[config.mk]
export PLATFORM = sky130hd
export DESIGN_NAME = mux_4_1_auto_sel
export DESIGN_NICKNAME = d
export VERILOG_FILES = /design/src/rtl/mux_pkg.sv /design/src/rtl/mux_4_1_auto_sel_sel_counter.sv /design/src/rtl/mux_4_1_auto_sel.sv
export SDC_FILE = /design/constraint.sdc
export NUM_CORES = 1
export LEC_CHECK = 0
export BUFFER_PORTS_ARGS = -buffer_cell sky130_fd_sc_hd__buf_2
export CORE_ASPECT_RATIO = 1.4
export CORE_MARGIN = 3
export CORE_UTILIZATION = 42
export CTS_CLUSTER_SIZE = 40
export DETAILED_ROUTE_END_ITERATION = 6
export PLACE_DENSITY = 0.92
export SYNTH_ARGS = -nofsm -noshare
export SYNTH_HDL_FRONTEND = slang
export SYNTH_SLANG_ARGS = --single-unit
[constraint.sdc]
create_clock -name clock -period 1.93 [get_ports clock]
set_input_delay 0.0965 -clock clock [delete_from_list [all_inputs] [get_ports clock]]
set_output_delay 0.0965 -clock clock [all_outputs]
set_load 0.005 [all_outputs]
[src/rtl/mux_pkg.sv]
// mux_pkg
// Shared definitions for the auto-select 4:1 multiplexer.
//   DATA_WIDTH : default operand word width
//   NUM_INPUTS : number of operand words rotated through
//   sel_t      : select index type (0 selects input_1)
//   data_t     : operand word type at the default width
package mux_pkg;

    localparam int DATA_WIDTH = 16;
    localparam int NUM_INPUTS = 4;

    typedef logic [1:0]            sel_t;
    typedef logic [DATA_WIDTH-1:0] data_t;

    // Index of the last input; the counter wraps to 0 after it.
    localparam sel_t LAST_SEL = sel_t'(NUM_INPUTS - 1);

endpackage : mux_pkg

[src/rtl/mux_4_1_auto_sel_sel_counter.sv]
// sel_counter
// Free-running modulo-4 select counter.
// Ports:
//   clock : rising-edge clock
//   reset : synchronous, active-high; clears cnt to 0
//   cnt   : current select index, advances by one every non-reset edge
module sel_counter
    import mux_pkg::*;
(
    input  logic clock,
    input  logic reset,
    output sel_t cnt
);

    always_ff @(posedge clock) begin
        if (reset) begin
            cnt <= '0;
        end else if (cnt == LAST_SEL) begin
            cnt <= '0;
        end else begin
            cnt <= cnt + 2'd1;
        end
    end

endmodule : sel_counter

[src/rtl/mux_4_1_auto_sel.sv]
// mux_4_1_auto_sel
// Serializes four parallel operand words onto one registered bus, one word
// per clock, in the order input_1, input_2, input_3, input_4, input_1, ...
// Ports:
//   clock           : rising-edge clock
//   reset           : synchronous, active-high; clears out, sel, valid and
//                     restarts the rotation at input_1
//   input_1..input_4: operand words (selected for index 0..3)
//   out             : registered selected word
//   sel             : index of the word currently on out (debug-visible
//                     rotation state)
//   valid           : out holds a sampled input rather than the reset value.
//                     There is no ready: the downstream stage must accept
//                     one word on every cycle that valid is high.
module mux_4_1_auto_sel
    import mux_pkg::*;
#(
    parameter int WIDTH = DATA_WIDTH
) (
    input  logic             clock,
    input  logic             reset,
    input  logic [WIDTH-1:0] input_1,
    input  logic [WIDTH-1:0] input_2,
    input  logic [WIDTH-1:0] input_3,
    input  logic [WIDTH-1:0] input_4,
    output logic [WIDTH-1:0] out,
    output sel_t             sel,
    output logic             valid
);

    sel_t             cnt;
    logic [WIDTH-1:0] mux_word;

    sel_counter u_sel_counter (
        .clock (clock),
        .reset (reset),
        .cnt   (cnt)
    );

    always_comb begin
        mux_word = '0;
        case (cnt)
            2'd0:    mux_word = input_1;
            2'd1:    mux_word = input_2;
            2'd2:    mux_word = input_3;
            default: mux_word = input_4;
        endcase
    end

    // sel registers the same cnt that chose mux_word, so sel always names
    // the word currently on out.
    always_ff @(posedge clock) begin
        if (reset) begin
            out   <= '0;
            sel   <= '0;
            valid <= 1'b0;
        end else begin
            out   <= mux_word;
            sel   <= cnt;
            valid <= 1'b1;
        end
    end

endmodule : mux_4_1_auto_sel

==> flow_summary.yaml <==
outcome:
  outcome: "completed"
setup_path:
  startpoint: "u_sel_counter.cnt[0]"
  endpoint_kind: "flop"
  cp-endpoint: "out[11]"
  worstPathArrival_ns: 1.78
  cp_max_fo: 16
  r2r_setup_slack_ns: 0.37
  critPathKind: "reg2reg"
  startpoint_type: "flop"
  crit_required_ns: 2.15
  r2r_cells: 4
  timing.rr.end: "out[11]"
  r2r-start: "u_sel_counter.cnt[0]"
floorplanning:
  core_mm2: 0.00247
  rows: 21
  die_x_um: 49.6
  initial_core_util_pct: 45.3
  pin_count: 85
  dieArea_mm2: 0.00333
  fp.dieH_um: 67.1
clocking:
  cts.path.max_buffers: 2
  root_buffer: "clkbuf_4"
  cts_tree: "yes"
  post_cts_buffers: 0
  ctsHoldBuffers: 0
  ctsResizeCount: 0
  clock_latency_ns: 0.31
  htree_levels: 1
  clkTransAtPathRegs_ns: 0.13
  cts-buffers-inserted: 3
  cts.sinks: 21
cells_and_area:
  utilization_pct: 61.2
  layout.nets: 259
  area_growth_pct: 35.1
  final_common_cell: "buf_2"
  mostFrequentLayoutCells: "buf_2 (84), dfxtp_1 (21), inv_1 (19), a22oi_1 (16), a21oi_1 (14)"
  antennaDiodeCount: 0
  fill_cells: 219
  layout-drive-gt1-share_pct: 56.9
sta:
  rsz0062_at_grt: "no"
  finalSetupTns_ns: 0
  worstMarginPinSlew_ns: 0.606
  hold_violations: 0
  slew_headroom_pct: 59.6
  slew_viol_final: 0
  min_period_ns: 1.56
  fmax_ghz: 0.640
  fin_crit_sh_pct: 81.0
  skew_ns: 0.00884
  report.final.setup_viol: 0
synth:
  synth_cell_type_count: 16
  avgSynthCellArea_um2: 10.4
  syn-instance-count: 108
  ys_warn_count: 0
  yosysSeqAreaShare_pct: 37.6
  syn-num-nets: 178
  syn-cell-area_mm2: 0.00112
  ys_seq_elements: 21
place:
  gp_congestion: 0.753
  port_buffers: 84
  place_hpwl_um: 2600
drt:
  vias: 1152
  routed_wl_um: 3330
  via_per_inst: 5.19
  wire_per_inst_um: 15.0
  first_pass_iters: 4
  drt_iter0_drc: 30
  ant_nets: 0
  drc: 0
global_routing:
  grt_pass1_wl_um: 5010
  grt_max_degree: 22
  grt_pass1_vias: 1179
  grt_util_all_layers_pct: 19.4
  grt_antenna_before_repair: 0
  grt_remaining_overflow: 0
pwr:
  p_leak_nw: 0.798
  power_density_mw_per_mm2: 724
  ir_worst_vdd_mv: 0.400
min_path:
  hold_path_depth: 3
  holdCritPathClass: "in2reg"
run:
  maxCapViolCount: 0
[worst min-delay path by stage]
stage | slack (ns) | to | start
after floorplan | 0.18 | out[1] | reset
after global placement | 0.36 | out[2] | input_4[2]
after detailed placement | 0.36 | out[2] | input_4[2]
after CTS | 0.02 | out[3] | input_4[3]
after global routing | 0.03 | out[2] | input_4[2]
final | 0.03 | out[3] | input_4[3]
[logic make-up (layout without fill, tap and decap cells)]
| kind of cell | after synthesis | in the layout | share of synthesized area (%) |
|---|---|---|---|
| adder cells (fa/ha/maj) | 4 | 4 | 4.47 |
| buffers and inverters | 31 | 111 | 17.8 |
| AO/OA/AOI/OAI | 48 | 48 | 38.4 |
| AND/OR/NAND/NOR | 4 | 4 | 1.79 |
| flip-flops | 21 | 21 | 37.6 |
[cells in the mapped netlist]
| cell | n | area (µm²) |
|---|---|---|
| inv_1 | 19 | 71.3 |
| buf_2 | 2 | 10.0 |
| buf_6 | 6 | 67.6 |
| ha_1 | 4 | 50.1 |
| nor2_1 | 2 | 7.51 |
| a22oi_1 | 16 | 120 |
| buf_4 | 2 | 15.0 |
| buf_8 | 1 | 15.0 |
| nor3_1 | 1 | 5.00 |
| a221oi_2 | 13 | 195 |
| a21oi_1 | 14 | 70.1 |
| dfxtp_1 | 21 | 420 |
| a221oi_1 | 3 | 26.3 |
| nor3b_1 | 1 | 7.51 |
| buf_12 | 1 | 20.0 |
| a21oi_2 | 2 | 17.5 |
[area by class of cell]
type                            count  area, µm²  area share (%)
Multi-Input combinational cell     56        499            33.0
Timing Repair Buffer               88        450            29.8
Sequential cell                    21        420            27.8
Inverter                           19       71.3            4.72
Tap cell                           34       42.5            2.81
Clock buffer                        3       22.5            1.49
Clock inverter                      1       5.00           0.331
[power by group]
part / switching (mW) / internal (mW) / total [mW] / leakage, nW
combinational: 0.191 / 0.179 / 0.369 / 0.606
clock: 0.140 / 0.0773 / 0.218 / 0.0177
sequential: 0.0170 / 0.490 / 0.507 / 0.174
[routing by layer]
layer  track usage, %  wire length [µm]
met5                0                 0
met1             19.0              1260
met4             9.69                86
met3             3.36               212
met2             38.2              1770
[flip-flops by register name (all words and copies together), names as in the netlist]
| signal | count |
|---|---|
| u_sel_counter.cnt | 2 |
| out | 16 |
| valid | 1 |
| sel | 2 |
[critical path: stages (launching register included)]
cell and delay (ns):
dfxtp_1 0.37, inv_1 0.12, ha_1 0.56, a22oi_1 0.17, a221oi_2 0.26
[stage by stage]
step | std cells | instance area (µm²) | hold WS (ns) | setup slack (ns) | power, mW
floorplan | 108 | 1120 | 0.175 | 0.683 | 0.765
global placement | 218 | 1480 | 0.358 | 0.488 | 0.871
detailed placement | 218 | 1480 | 0.360 | 0.418 | 0.884
CTS | 222 | 1510 | 0.0195 | 0.385 | 1.10
global route | 222 | 1510 | 0.0266 | 0.183 | 1.15
finish | 222 | 1510 | 0.0278 | 0.367 | 1.09
Power figures use the tool's default switching activity.
